==> config.mk <==
export PLATFORM = sky130hd
export DESIGN_NAME = trg_src_sched
export DESIGN_NICKNAME = d
export VERILOG_FILES = /design/src/rtl/trg_src_sched_pkg.sv /design/src/rtl/trg_src_sched_cyc_gen.sv /design/src/rtl/trg_src_sched.sv
export SDC_FILE = /design/constraint.sdc
export NUM_CORES = 1
export LEC_CHECK = 0
export CAP_MARGIN = 40
export CORE_MARGIN = 4
export CORE_UTILIZATION = 57
export CTS_CLUSTER_DIAMETER = 30
export DETAILED_ROUTE_END_ITERATION = 6
export GPL_ROUTABILITY_DRIVEN = 0
export GPL_TIMING_DRIVEN = 0
export HOLD_SLACK_MARGIN = 0.08
export PLACE_DENSITY = 0.92
export SYNTH_ARGS = -nofsm -noshare
export SYNTH_HDL_FRONTEND = slang
export SYNTH_SLANG_ARGS = --single-unit
==> constraint.sdc <==
create_clock -name clk_in -period 9.2 [get_ports clk_in]
set_input_delay 0.92 -clock clk_in [delete_from_list [all_inputs] [get_ports clk_in]]
set_output_delay 0.92 -clock clk_in [all_outputs]
set_load 0.05 [all_outputs]
==> src/rtl/trg_src_sched_pkg.sv <==
// Shared encodings for the trigger-source scheduler: FSM states,
// trigger-source codes reported on trg_src_out and source-mask bit positions.
`timescale 1ns/1ps
package trg_src_sched_pkg;

  typedef enum logic [1:0] {
    ST_IDLE      = 2'd0,
    ST_WAIT_ACK  = 2'd1,
    ST_WAIT_BUSY = 2'd2
  } state_t;

  typedef enum logic [1:0] {
    SRC_NONE = 2'd0,
    SRC_COIN = 2'd1,
    SRC_EXT  = 2'd2,
    SRC_CYC  = 2'd3
  } src_t;

  localparam int MSK_COIN = 0;
  localparam int MSK_EXT  = 1;
  localparam int MSK_CYC  = 2;

endpackage

==> src/rtl/trg_src_sched_cyc_gen.sv <==
// Cycled-trigger generator: free-running counter 0..period-1 that emits a
// one-clock tick on the wrap cycle. Held at 0 while not running or when the
// period is 0.
`timescale 1ns/1ps
module trg_cyc_gen #(
  parameter int CYC_W = 16
) (
  input  logic             clk,
  input  logic             rst_n,
  input  logic             run,
  input  logic [CYC_W-1:0] period,
  output logic             tick
);

  logic [CYC_W-1:0] cnt;
  logic [CYC_W-1:0] last;
  logic             active;

  assign active = run && (period != '0);
  assign last   = period - 1'b1;
  assign tick   = active && (cnt == last);

  // Period counter; a count above the new last value (period lowered) restarts at 0 without a tick
  always_ff @(posedge clk or negedge rst_n) begin
    if (!rst_n) begin
      cnt <= '0;
    end else if (!active) begin
      cnt <= '0;
    end else if (cnt >= last) begin
      cnt <= '0;
    end else begin
      cnt <= cnt + 1'b1;
    end
  end

endmodule

==> src/rtl/trg_src_sched.sv <==
// Trigger-source scheduler: arbitrates external, coincidence and cycled
// triggers (ext > coin > cyc), grants one source per downstream transaction,
// waits for the output controller to acknowledge and go idle, and keeps the
// trigger ID, per-source and lost-trigger counters.
`timescale 1ns/1ps
module trg_src_sched
  import trg_src_sched_pkg::*;
#(
  parameter int CYC_W   = 16,
  parameter int PRE_W   = 8,
  parameter int CNT_W   = 16,
  parameter int ACK_TMO = 8
) (
  input  logic             clk_in,
  input  logic             rst_in,
  input  logic             run_enb_in,
  input  logic [2:0]       src_mask_in,
  input  logic             coincid_trg_in,
  input  logic             ext_trg_syn_in,
  input  logic [CYC_W-1:0] cyc_period_in,
  input  logic [PRE_W-1:0] coincid_prescale_in,
  input  logic             eff_trg_in,
  input  logic             trg_busy_in,
  input  logic             cnt_clr_in,
  output logic             coincid_trg_out,
  output logic             ext_trg_out,
  output logic             cycled_trg_out,
  output logic             trg_enb_out,
  output logic [1:0]       trg_src_out,
  output logic [CNT_W-1:0] trg_id_out,
  output logic [CNT_W-1:0] coincid_cnt_out,
  output logic [CNT_W-1:0] ext_cnt_out,
  output logic [CNT_W-1:0] cyc_cnt_out,
  output logic [CNT_W-1:0] lost_trg_cnt_out
);

  localparam int TMO_W = (ACK_TMO > 1) ? $clog2(ACK_TMO) : 1;
  localparam logic [TMO_W-1:0] TMO_LAST = TMO_W'(ACK_TMO - 1);
  localparam int LOST_W = CNT_W + 1;

  state_t           state;
  state_t           state_nxt;
  logic             coin_d;
  logic [PRE_W-1:0] pre_cnt;
  logic             cyc_pend;
  logic             cyc_tick;
  logic [TMO_W-1:0] tmo_cnt;

  logic             in_idle;
  logic             coin_edge;
  logic             coin_m;
  logic             ext_m;
  logic             req_ok;
  logic             pre_hit;
  logic             ext_req;
  logic             coin_req;
  logic             cyc_req;
  logic             coin_win;
  logic             cyc_win;
  logic             grant;
  logic             tmo_exp;
  logic [2:0]       lost_inc;
  logic [LOST_W-1:0] lost_sum;

  trg_cyc_gen #(
    .CYC_W (CYC_W)
  ) u_cyc_gen (
    .clk    (clk_in),
    .rst_n  (rst_in),
    .run    (run_enb_in & src_mask_in[MSK_CYC]),
    .period (cyc_period_in),
    .tick   (cyc_tick)
  );

  assign in_idle   = (state == ST_IDLE);
  assign coin_edge = coincid_trg_in & ~coin_d;
  assign coin_m    = coin_edge & src_mask_in[MSK_COIN];
  assign ext_m     = ext_trg_syn_in & src_mask_in[MSK_EXT];
  assign req_ok    = in_idle & run_enb_in;
  // A prescale lowered below the running count accepts the next edge instead of stalling
  assign pre_hit   = (pre_cnt >= coincid_prescale_in);

  assign ext_req   = req_ok & ext_m;
  assign coin_req  = req_ok & coin_m & pre_hit;
  assign cyc_req   = req_ok & cyc_pend;

  assign coin_win  = coin_req & ~ext_req;
  assign cyc_win   = cyc_req & ~ext_req & ~coin_req;
  assign grant     = ext_req | coin_req | cyc_req;

  assign trg_enb_out = run_enb_in & in_idle;

  // State register
  always_ff @(posedge clk_in or negedge rst_in) begin
    if (!rst_in) begin
      state <= ST_IDLE;
    end else begin
      state <= state_nxt;
    end
  end

  // Next-state decode and acknowledge timeout detection
  always_comb begin
    state_nxt = state;
    tmo_exp   = 1'b0;
    case (state)
      ST_IDLE: begin
        if (grant) begin
          state_nxt = ST_WAIT_ACK;
        end
      end
      ST_WAIT_ACK: begin
        if (eff_trg_in || trg_busy_in) begin
          state_nxt = ST_WAIT_BUSY;
        end else if (tmo_cnt == TMO_LAST) begin
          tmo_exp   = 1'b1;
          state_nxt = ST_IDLE;
        end
      end
      ST_WAIT_BUSY: begin
        if (!trg_busy_in && !eff_trg_in) begin
          state_nxt = ST_IDLE;
        end
      end
      default: state_nxt = ST_IDLE;
    endcase
  end

  // Clocks spent waiting for the acknowledge
  always_ff @(posedge clk_in or negedge rst_in) begin
    if (!rst_in) begin
      tmo_cnt <= '0;
    end else if (state != ST_WAIT_ACK) begin
      tmo_cnt <= '0;
    end else begin
      tmo_cnt <= tmo_cnt + 1'b1;
    end
  end

  // Coincidence level delay for rising-edge detection
  always_ff @(posedge clk_in or negedge rst_in) begin
    if (!rst_in) begin
      coin_d <= 1'b0;
    end else begin
      coin_d <= coincid_trg_in;
    end
  end

  // Prescale counter: advances only on masked edges seen while requests are evaluated
  always_ff @(posedge clk_in or negedge rst_in) begin
    if (!rst_in) begin
      pre_cnt <= '0;
    end else if (cnt_clr_in) begin
      pre_cnt <= '0;
    end else if (req_ok && coin_m) begin
      pre_cnt <= pre_hit ? '0 : pre_cnt + 1'b1;
    end
  end

  // Cycled pending flag; a fresh tick re-arms it even when the old one is granted
  always_ff @(posedge clk_in or negedge rst_in) begin
    if (!rst_in) begin
      cyc_pend <= 1'b0;
    end else if (!run_enb_in) begin
      cyc_pend <= 1'b0;
    end else if (cyc_tick) begin
      cyc_pend <= 1'b1;
    end else if (cyc_win) begin
      cyc_pend <= 1'b0;
    end
  end

  // Grant pulses and source code of the last grant
  always_ff @(posedge clk_in or negedge rst_in) begin
    if (!rst_in) begin
      ext_trg_out     <= 1'b0;
      coincid_trg_out <= 1'b0;
      cycled_trg_out  <= 1'b0;
      trg_src_out     <= SRC_NONE;
    end else begin
      ext_trg_out     <= ext_req;
      coincid_trg_out <= coin_win;
      cycled_trg_out  <= cyc_win;
      if (ext_req) begin
        trg_src_out <= SRC_EXT;
      end else if (coin_win) begin
        trg_src_out <= SRC_COIN;
      end else if (cyc_win) begin
        trg_src_out <= SRC_CYC;
      end
    end
  end

  // Trigger ID and per-source accepted counters (wrapping, clear has priority)
  always_ff @(posedge clk_in or negedge rst_in) begin
    if (!rst_in) begin
      trg_id_out      <= '0;
      ext_cnt_out     <= '0;
      coincid_cnt_out <= '0;
      cyc_cnt_out     <= '0;
    end else if (cnt_clr_in) begin
      trg_id_out      <= '0;
      ext_cnt_out     <= '0;
      coincid_cnt_out <= '0;
      cyc_cnt_out     <= '0;
    end else begin
      if (eff_trg_in) trg_id_out      <= trg_id_out + 1'b1;
      if (ext_req)    ext_cnt_out     <= ext_cnt_out + 1'b1;
      if (coin_win)   coincid_cnt_out <= coincid_cnt_out + 1'b1;
      if (cyc_win)    cyc_cnt_out     <= cyc_cnt_out + 1'b1;
    end
  end

  // Lost events of this clock; several can coincide
  always_comb begin
    lost_inc = 3'd0;
    if (ext_req && coin_req)              lost_inc = lost_inc + 3'd1;
    if (!in_idle && ext_m)                lost_inc = lost_inc + 3'd1;
    if (!in_idle && coin_m)               lost_inc = lost_inc + 3'd1;
    if (cyc_tick && cyc_pend && !cyc_win) lost_inc = lost_inc + 3'd1;
    if (tmo_exp)                          lost_inc = lost_inc + 3'd1;
  end

  assign lost_sum = {1'b0, lost_trg_cnt_out} + LOST_W'(lost_inc);

  // Lost-trigger counter, saturating at all-ones
  always_ff @(posedge clk_in or negedge rst_in) begin
    if (!rst_in) begin
      lost_trg_cnt_out <= '0;
    end else if (cnt_clr_in) begin
      lost_trg_cnt_out <= '0;
    end else if (lost_sum[CNT_W]) begin
      lost_trg_cnt_out <= '1;
    end else begin
      lost_trg_cnt_out <= lost_sum[CNT_W-1:0];
    end
  end

endmodule

==> out/metrics.csv, run 1 <==
metric;value;unit
rsz0062_at_grt;false;
drtAntennaViolNets;0;
via_count;5916;
dp.cells;966;
dp_hpwl;12200;um
irDropWorstVdd;0.000126;V
numClockSinks;116;
ys_seq_area_share;43.4;%
grt_overflow_total;0;
ys_types;54;
pwr_density_cell;157;nW/um^2
grt_max_degree;88;
cp_num_cells;23;
syn_avg_cell_area;9.51;um^2
drt-total-wl;17400;um
clock_skew;0.00814;ns
slowest_stage;nor4_1;
cts_root_buffer;clkbuf_16;
period_share;77.3;%
dieArea;13500;um^2
synth-simple-area-share;22.4;%
synthMostInstantiatedCell;dfrtp_1;
yosys_warnings;0;
critPathArrivalTime;7.37;ns
area_growth;30.3;%
post-route-min-period;7.11;ns
path_buf_inv;2;
place_ws;1.73;ns
relSlewSlack;52.5;%
drtPass1Iterations;5;
numPortBuffers;118;
setup_ws;2.09;ns
synth_top_area_cell;dfrtp_1;
synth_mux_area_share;1.01;%
synthAdderAreaFrac;7.78;%
worstSetupStartpoint;cyc_period_in[3];
nets;918;
synth_area_leaders;dfrtp_1 43%, ha_1 7.5%, xnor2_1 6.4%, xor2_1 5.8%, nor2_1 4.6%;
initial_core_util;58.4;%
rows;39;
netlist_instances;704;
finalPower;1.37;mW
instances_no_fill;998;
finalHoldViolCount;0;
critPathLaunchType;primary input;
leakage;3.65;nW
synth_compound_area_share;10.3;%
synth_common_cells;116 x dfrtp_1, 82 x nor2_1, 49 x xnor2_1;
cts_setup_buffers;0;
r2r_slack;3.28;ns
clk_pin_slew;0.06;ns
wl_per_cell;17.4;um
cp_max_fo;10;
grt_pass1_vias;5904;
setup.worst_path.end_class;flip-flop;
status;complete, no violations;
slew_viol_final;0;
track_usage;26.3;%
fillers;739;
synth_xor_area_share;12.2;%
synth_nets;780;
synthArstFlopShare;100;%
core;11500;um^2
dieWidth;116;um
synth_edf_count;0;
antenna_cells;0;
setup_tns;0;ns
drc;0;
cts_tree;done;
drt_iter0_drc;422;
cts.hold.buffers_added;0;
drive_above_1_share;5.96;%
path_class;primary input to flip-flop;
cts_resized;0;
endpoint;lost_trg_cnt_out[3];
die_h;116;um
antenna_found_initial;0;
setup_violations;0;
ios;121;
synth_top_family_by_area;simple AND/OR/NAND/NOR gates;
worst_skew_pair.late_latency;0.40;ns
synth_top_area_share;43.4;%
worst-endpoint-required;9.46;ns
cts_made_buffers;17;
critPathMostFrequentCell;xnor2_1;
crit_path_cell_trace;clkdlybuf4s50_1, or3_1, or4_1, or3b_1, or2_2, nor4_1, xnor2_1, ha_1, nand4_1, nor4_1, o2111a_1, o311ai_2, xnor2_1, ha_1, nand4_1, xnor2_1, xnor2_1, ha_1, nor2b_1, o21bai_1, or3_1, clkbuf_1, a21oi_1;
path_delay_family;simple AND/OR/NAND/NOR gates;
cp_slowest_stage_delay;0.47;ns
vias_per_cell;5.93;
maxCapViolations;0;
reg2reg_to;lost_trg_cnt_out[3];
worstReg2RegStart;pre_cnt[0];
ys_seq_elements;116;
grt_pass1_wl;28500;um
fmax;141;MHz
reg2regPathDepth;22;
clockBufferDepth;2;
htreeDepth;4;
syn_area;6690;um^2
synth-main-ff-cell;dfrtp_1;
worst_pin_slew;0.709;ns
hold_path.class;primary input to asynchronous set/reset pin;
[worst reg2reg max path: cells and delay by family (launching register included)]
family | cells | cell delay [ns]
adders and majority gates | 5 | 1.30
AOI/OAI and AO/OA | 4 | 1.26
and+or+nand+nor | 6 | 1.01
buffers and inverters | 3 | 0.90
xor gates and xnor gates | 3 | 0.58
DFF | 1 | 0.43
muxes | 1 | 0.29
[how the worst min path moves through the flow]
stage | end | slack [ns] | cells after the start
floorplan | tmo_cnt[0] | 0.41 | 1
global placement | tmo_cnt[0] | 0.43 | 1
detailed placement | tmo_cnt[0] | 0.43 | 1
CTS | u_cyc_gen.cnt[15] | 0.39 | 1
global route | cyc_cnt_out[9] | 0.40 | 1
finish | cyc_cnt_out[8] | 0.39 | 1
[cell families (layout without fill, tap and decap cells)]
group / after synthesis / after routing
flip-flops: 116 / 116
AO/OA/AOI/OAI: 101 / 101
buffers and inverters: 53 / 204
XOR/XNOR: 93 / 93
AND/OR/NAND/NOR: 294 / 294
multiplexers: 6 / 6
adder cells (fa/ha/maj): 41 / 41
[where the power goes]
part           switching, mW  internal (mW)
clock network          0.246          0.463
registers             0.0102          0.519
logic                 0.0816         0.0488
[stage by stage]
step | util (%) | hold WS [ns] | cell area (um^2)
CTS | 76.1 | 0.391 | 8720
global placement | 70.2 | 0.425 | 8050
global route | 76.1 | 0.403 | 8720
finish | 76.1 | 0.385 | 8720
detailed placement | 70.5 | 0.428 | 8080
floorplan | - | 0.409 | 6690
[area by class of cell]
class	instances	area [um^2]	share of cell area, %
sequential	116	2900	33.3
multi-input combinational	535	3590	41.2
clock buffer	18	439	5.04
tap	143	179	2.05
inverter	33	124	1.42
timing repair buffer	119	1210	13.9
clock inverter	14	199	2.28
buffer	20	77.6	0.890
[sequential cells by signal, indices dropped and copies added, names as in the netlist, 2 cells and up]
signal	cells
lost_trg_cnt_out	16
trg_src_out	2
trg_id_out	16
tmo_cnt	3
cyc_cnt_out	16
u_cyc_gen.cnt	16
ext_cnt_out	16
state	2
pre_cnt	8
coincid_cnt_out	16
[cell usage in the layout (no fill, tap or decap), types with 5 or more instances in the layout]
cell / n
o21ai_0: 18
a21oi_1: 41
nor2b_1: 11
nand3_1: 35
xor2_1: 44
nor2_1: 82
nor3_1: 30
clkdlybuf4s50_1: 117
inv_1: 33
clkbuf_1: 17
or3_1: 13
dfrtp_1: 116
o31ai_1: 5
nor4_1: 8
and3_1: 11
xnor2_1: 49
or4_1: 6
clkbuf_16: 17
nand2_1: 45
ha_1: 40
nand4_1: 26
a2111oi_0: 11
[routing by layer]
| metal | GRT usage (%) | vias up | wire length [um] |
|---|---|---|---|
| met5 | 0 | - | 0 |
| met4 | 9.51 | 0 | 363 |
| met3 | 4.35 | 37 | 975 |
| met2 | 45.1 | 204 | 8880 |
| met1 | 33.7 | 2900 | 7190 |
| li1 | - | 2775 | - |
Note: power is estimated with default switching activity, not from simulation.
==> run 2: changes to the inputs <==
CORE_UTILIZATION = 48   (was 57)
PLACE_DENSITY = 0.83   (was 0.92)
clock period = 5.95 ns   (was 9.2 ns; I/O delays follow)
==> out/metrics.csv, run 2 (same netlist as run 1, synthesis figures left out) <==
metric;value;unit;change
htreeDepth;4;;unchanged
setup.worst_path.end_class;flip-flop;;
pwr_density_cell;217;nW/um^2;+38%
hold_slack;0.437;ns;+0.0515 ns
fillers;1077;;+46%
core;13500;um^2;+17%
maxCapViolations;0;;unchanged
numPortBuffers;118;;unchanged
initial_core_util;49.8;%;-8.6 points
finalHoldViolCount;0;;unchanged
drtPass1Iterations;5;;unchanged
clock_skew;0.00590;ns;-0.00225 ns
cp_slowest_stage_delay;0.57;ns;+0.10 ns
drive_above_1_share;8.91;%;+2.9 points
die_h;126;um;+8.4%
drt-total-wl;15800;um;-9.1%
placed_area;8120;um^2;+0.51%
period_share;94.5;%;
mostFrequentLayoutCells;116 x dfrtp_1, 114 x clkdlybuf4s50_1, 82 x nor2_1, 48 x xnor2_1, 45 x nand2_1;;
fmax;178;MHz;
rows;42;;+7.7%
clockBufferDepth;2;;unchanged
grt_overflow_total;0;;unchanged
area_growth;32.6;%;
numClockSinks;116;;unchanged
leakage;3.71;nW;+1.7%
status;complete, no violations;;
dp_hpwl;11300;um;-6.6%
vias_per_cell;5.43;;-8.4%
drc;0;;unchanged
worst_pin_slew;0.691;ns;-0.0175 ns
clk_pin_slew;0.05;ns;about the same
cp_max_fo;10;;unchanged
hold_path.class;flip-flop to flip-flop;;
wl_per_cell;15.2;um;-13%
critPathMostFrequentCell;xnor2_1;;
ios;121;;unchanged
critPathArrivalTime;5.95;ns;-1.42 ns
setup_tns;0;ns;unchanged
relSlewSlack;53.9;%;+1.4 points
worst-endpoint-required;6.28;ns;-3.18 ns
antenna_cells;0;;unchanged
worst_skew_pair.late_latency;0.41;ns;about the same
post-route-util;66.0;%;-10 points
cts_tree;done;;
cts_root_buffer;clkbuf_16;;
antenna_found_initial;0;;unchanged
critPathLaunchType;primary input;;
via_count;5646;;-4.6%
dieArea;15900;um^2;+17%
slowest_stage;or4_4;;
layout_commonest_cell;dfrtp_1;;
drtAntennaViolNets;0;;unchanged
path_class;primary input to flip-flop;;
fin_area;8880;um^2;+1.8%
track_usage;20.1;%;-6.3 points
irDropWorstVdd;0.000198;V;+57%
grt_max_degree;95;;+8.0%
setup_ws;0.325;ns;-1.77 ns
grt_pass1_vias;5536;;-6.2%
dieWidth;126;um;+8.4%
crit_path_cell_trace;clkdlybuf4s50_1, or4_4, or3b_4, or2_4, nor4_4, xnor2_1, ha_1, nand4_1, nor4_4, o2111a_2, o311ai_4, mux2_4, ha_2, nand4_1, xnor2_1, xnor2_1, ha_1, nor2b_4, o21bai_4, or3_4, buf_8, a21oi_1;;
nets;927;;+0.98%
cts_made_buffers;17;;unchanged
setup_violations;0;;unchanged
place_ws;-1.22;ns;-2.95 ns
grt_pass1_wl;26200;um;-8.1%
drt_iter0_drc;387;;-8.3%
slew_viol_final;0;;unchanged
post-route-min-period;5.63;ns;
==> run 2: metal layers <==
metal	routed length, um	global-route usage, %	part of all wire [%]	vias up
met1	7150	26.0	45	2701
li1	-	-	-	2791
met5	0	0	0	-
met4	232	5.87	1.5	0
met2	7640	33.2	48	131
met3	809	5.29	5.1	23
==> run 2: final cells by class <==
class	count	area, um^2	share of cell area [%]
plain buffers	20	88.8	1.00
well taps	176	220	2.48
clock buffers	22	474	5.34
repair buffers	128	1290	14.5
flip-flops and latches	116	2900	32.7
inverters	33	124	1.40
clock inverters	10	57.6	0.648
multi-input cells	535	3720	41.9
==> run 2: what timing repair did <==
item	in CTS	in global routing
gates resized for setup	14	20
hold buffers	1	0
pin swaps	5	12
buffers inserted	3	5
endpoints found under the setup margin	16	16
hold endpoints to repair	22	0
==> run 2: critical path: cells and delay by family <==
family / cells / cell delay, ns
simple gates: 9 / 2.55
mux: 1 / 0.35
compound gates: 4 / 0.68
fa+ha+maj: 3 / 0.80
xor+xnor: 3 / 0.36
buf+inv: 2 / 0.62
==> run 2: per-stage QoR <==
| step | cells | total power [mW] |
|---|---|---|
| after detailed placement | 999 | 1.03 |
| after global routing | 1040 | 2.00 |
| after global placement | 998 | 1.02 |
| after CTS | 1035 | 1.94 |
| final | 1040 | 1.92 |
| after floorplan | 704 | 0.939 |
==> run 2: worst paths after layout <==
path / start / end / slack [ns] / depth (start not counted)
max in group asynchronous: rst_in / trg_id_out[7] / 4.64 / 3
hold reg to reg: tmo_cnt[0] / tmo_cnt[0] / 0.44 / 1
hold / removal: tmo_cnt[0] / tmo_cnt[0] / 0.44 / 1
setup reg to reg: pre_cnt[6] / lost_trg_cnt_out[5] / 0.60 / 20
min in group asynchronous: rst_in / ext_trg_out / 0.61 / 2
setup / recovery: cyc_period_in[5] / lost_trg_cnt_out[5] / 0.32 / 22
==> run 2: where the power goes <==
part | total [mW] | leakage (nW) | internal [mW] | switching [mW]
clock | 0.906 | 0.261 | 0.558 | 0.348
sequential | 0.817 | 1.61 | 0.803 | 0.0138
combinational | 0.201 | 1.84 | 0.0772 | 0.124
total | 1.92 | 3.71 | 1.44 | 0.486
==> run 3: changes to the inputs <==
RECOVER_POWER = 25   (was not set)
==> out/metrics.csv, run 3 (same netlist as run 1, synthesis figures left out) <==
metric;value;unit;change
status;finished with violations;;
violations;max-capacitance violations, max-slew violations;;
slew_viol_final;95;;+95
critPathArrivalTime;5.95;ns;about the same
fmax;178;MHz;about the same
setup_ws;0.324;ns;-0.000727 ns
r2r_slack;0.62;ns;+0.02 ns
clock_skew;0.00510;ns;-0.000792 ns
grt_max_degree;95;;unchanged
ios;121;;unchanged
clk_pin_slew;0.05;ns;about the same
drive_above_1_share;8.80;%;-0.12 points
slowest_stage;or4_4;;
nets;927;;unchanged
post-route-min-period;5.63;ns;+0.000727 ns
dieWidth;126;um;unchanged
relSlewSlack;-52.5;%;-110 points
drt_iter0_drc;402;;+3.9%
cts_tree;done;;
worst_pin_slew;2.29;ns;+1.60 ns
maxCapViolations;1;;+1
reg2regPathDepth;20;;unchanged
die_h;126;um;unchanged
setup_violations;0;;unchanged
pwr_density_cell;217;nW/um^2;+0.16%
dieArea;15900;um^2;unchanged
finalPower;1.92;mW;-0.18%
area_growth;32.2;%;
drtAntennaViolNets;0;;unchanged
grt_pass1_vias;5536;;unchanged
antenna_cells;0;;unchanged
fillers;1081;;+0.37%
endpoint;lost_trg_cnt_out[5];;
critPathMostFrequentCell;xnor2_1;;
cp_num_cells;22;;unchanged
core;13500;um^2;unchanged
layout_commonest_cell;dfrtp_1;;
drc;0;;unchanged
path_class;primary input to flip-flop;;
cts_root_buffer;clkbuf_16;;
vias_per_cell;5.43;;+0.11%
crit_path_cell_trace;clkdlybuf4s50_1, or4_4, or3b_4, or2_4, nor4_4, xnor2_1, ha_1, nand4_1, nor4_4, o2111a_2, o311ai_4, mux2_4, ha_2, nand4_1, xnor2_1, xnor2_1, ha_1, nor2b_4, o21bai_4, or3_4, buf_8, a21oi_1;;
critPathLaunchType;primary input;;
finalHoldViolCount;0;;unchanged
hold_path.class;flip-flop to flip-flop;;
path_buf_inv;2;;unchanged
wl_per_cell;15.2;um;-0.10%
cp_slowest_stage_delay;0.57;ns;about the same
grt_overflow_total;0;;unchanged
worst-endpoint-required;6.28;ns;about the same
irDropWorstVdd;0.000198;V;about the same
antenna_found_initial;0;;unchanged
numClockSinks;116;;unchanged
hold_slack;0.436;ns;-0.000634 ns
drt-total-wl;15800;um;-0.10%
track_usage;20.1;%;unchanged
path_delay_family;simple AND/OR/NAND/NOR gates;;
drtPass1Iterations;5;;unchanged
cp_max_fo;10;;unchanged
clockBufferDepth;2;;unchanged
initial_core_util;49.8;%;unchanged
rows;42;;unchanged
worstSetupStartpoint;cyc_period_in[5];;
period_share;94.6;%;about the same
reg2reg_to;lost_trg_cnt_out[5];;
cts_made_buffers;17;;unchanged
place_ws;-1.22;ns;unchanged
grt_pass1_wl;26200;um;unchanged
via_count;5652;;+0.11%
htreeDepth;4;;unchanged
worstReg2RegStart;pre_cnt[6];;
numPortBuffers;118;;unchanged
dp_hpwl;11300;um;unchanged
leakage;3.70;nW;-0.40%
setup.worst_path.end_class;flip-flop;;
mostFrequentLayoutCells;116 x dfrtp_1, 112 x clkdlybuf4s50_1, 82 x nor2_1, 48 x xnor2_1, 45 x nand2_1;;
worst_skew_pair.late_latency;0.41;ns;about the same
[run 3: cell count changes in the layout (fill, tap and decap cells not counted), moves of 2 or more]
cell and delta:
and2_1 -2, clkdlybuf4s50_1 -2, dlygate4sd3_1 +2, and2_0 +2
[run 3: where the power goes]
part | leakage, nW | total [mW] | internal [mW] | switching [mW]
clock network | 0.261 | 0.905 | 0.558 | 0.348
registers | 1.61 | 0.816 | 0.803 | 0.0136
logic | 1.83 | 0.198 | 0.0747 | 0.123
[run 3: per-layer routing]
metal	part of all wire [%]	GRT usage (%)
met1	45	26.0
met2	49	33.2
met3	5.2	5.29
met4	1.3	5.87
met5	0	0
[run 3: layout make-up]
type	instances	area, um^2	share of cell area (%)
clock buffer	22	474	5.36
buffer	20	88.8	1.00
sequential	116	2900	32.8
clock inverter	10	57.6	0.650
tap	176	220	2.49
timing repair buffer	128	1260	14.2
inverter	33	124	1.40
multi-input combinational	535	3720	42.1
[run 3: per-stage QoR]
| stage | TNS (ns) | utilization [%] | cell area (um^2) | std cells |
|---|---|---|---|---|
| after floorplan | 0 | - | 6690 | 704 |
| after global placement | -38.35 | 60.2 | 8100 | 998 |
| after detailed placement | -17.50 | 60.4 | 8120 | 999 |
| after CTS | 0 | 65.1 | 8750 | 1035 |
| after global routing | -0.0248 | 65.8 | 8850 | 1040 |
| final | 0 | 65.8 | 8850 | 1040 |
[run 3: worst register-to-register path, cell delays in order (launching register included)]
cell,delay [ns]
dfrtp_1,0.43
ha_1,0.31
nand4_1,0.26
o31ai_4,0.50
clkbuf_1,0.43
nand2_1,0.17
nor2_1,0.20
ha_1,0.28
xor2_1,0.31
ha_1,0.30
mux2_4,0.28
ha_2,0.17
nand4_1,0.09
xnor2_1,0.14
xnor2_1,0.11
ha_1,0.33
nor2b_4,0.18
o21bai_4,0.10
or3_4,0.37
buf_8,0.16
a21oi_1,0.13
[run 3: worst min-delay path by stage]
stage                from          to  slack, ns  cells past startpoint
4_1_cts        tmo_cnt[0]  tmo_cnt[0]       0.44                      1
2_1_floorplan      rst_in      coin_d       0.30                      0
6_report       tmo_cnt[0]  tmo_cnt[0]       0.44                      1
3_3_place_gp   tmo_cnt[0]  tmo_cnt[0]       0.42                      1
3_5_place_dp   tmo_cnt[0]  tmo_cnt[0]       0.42                      1
5_1_grt        tmo_cnt[0]  tmo_cnt[0]       0.46                      1
[run 3: repair_timing]
item	in CTS	in global routing
gates cloned	0	0
hold endpoints to repair	22	0
endpoints found under the setup margin	16	16
buffers inserted	3	5
resized for setup	14	20
pin swaps	5	12
hold buffers	1	0
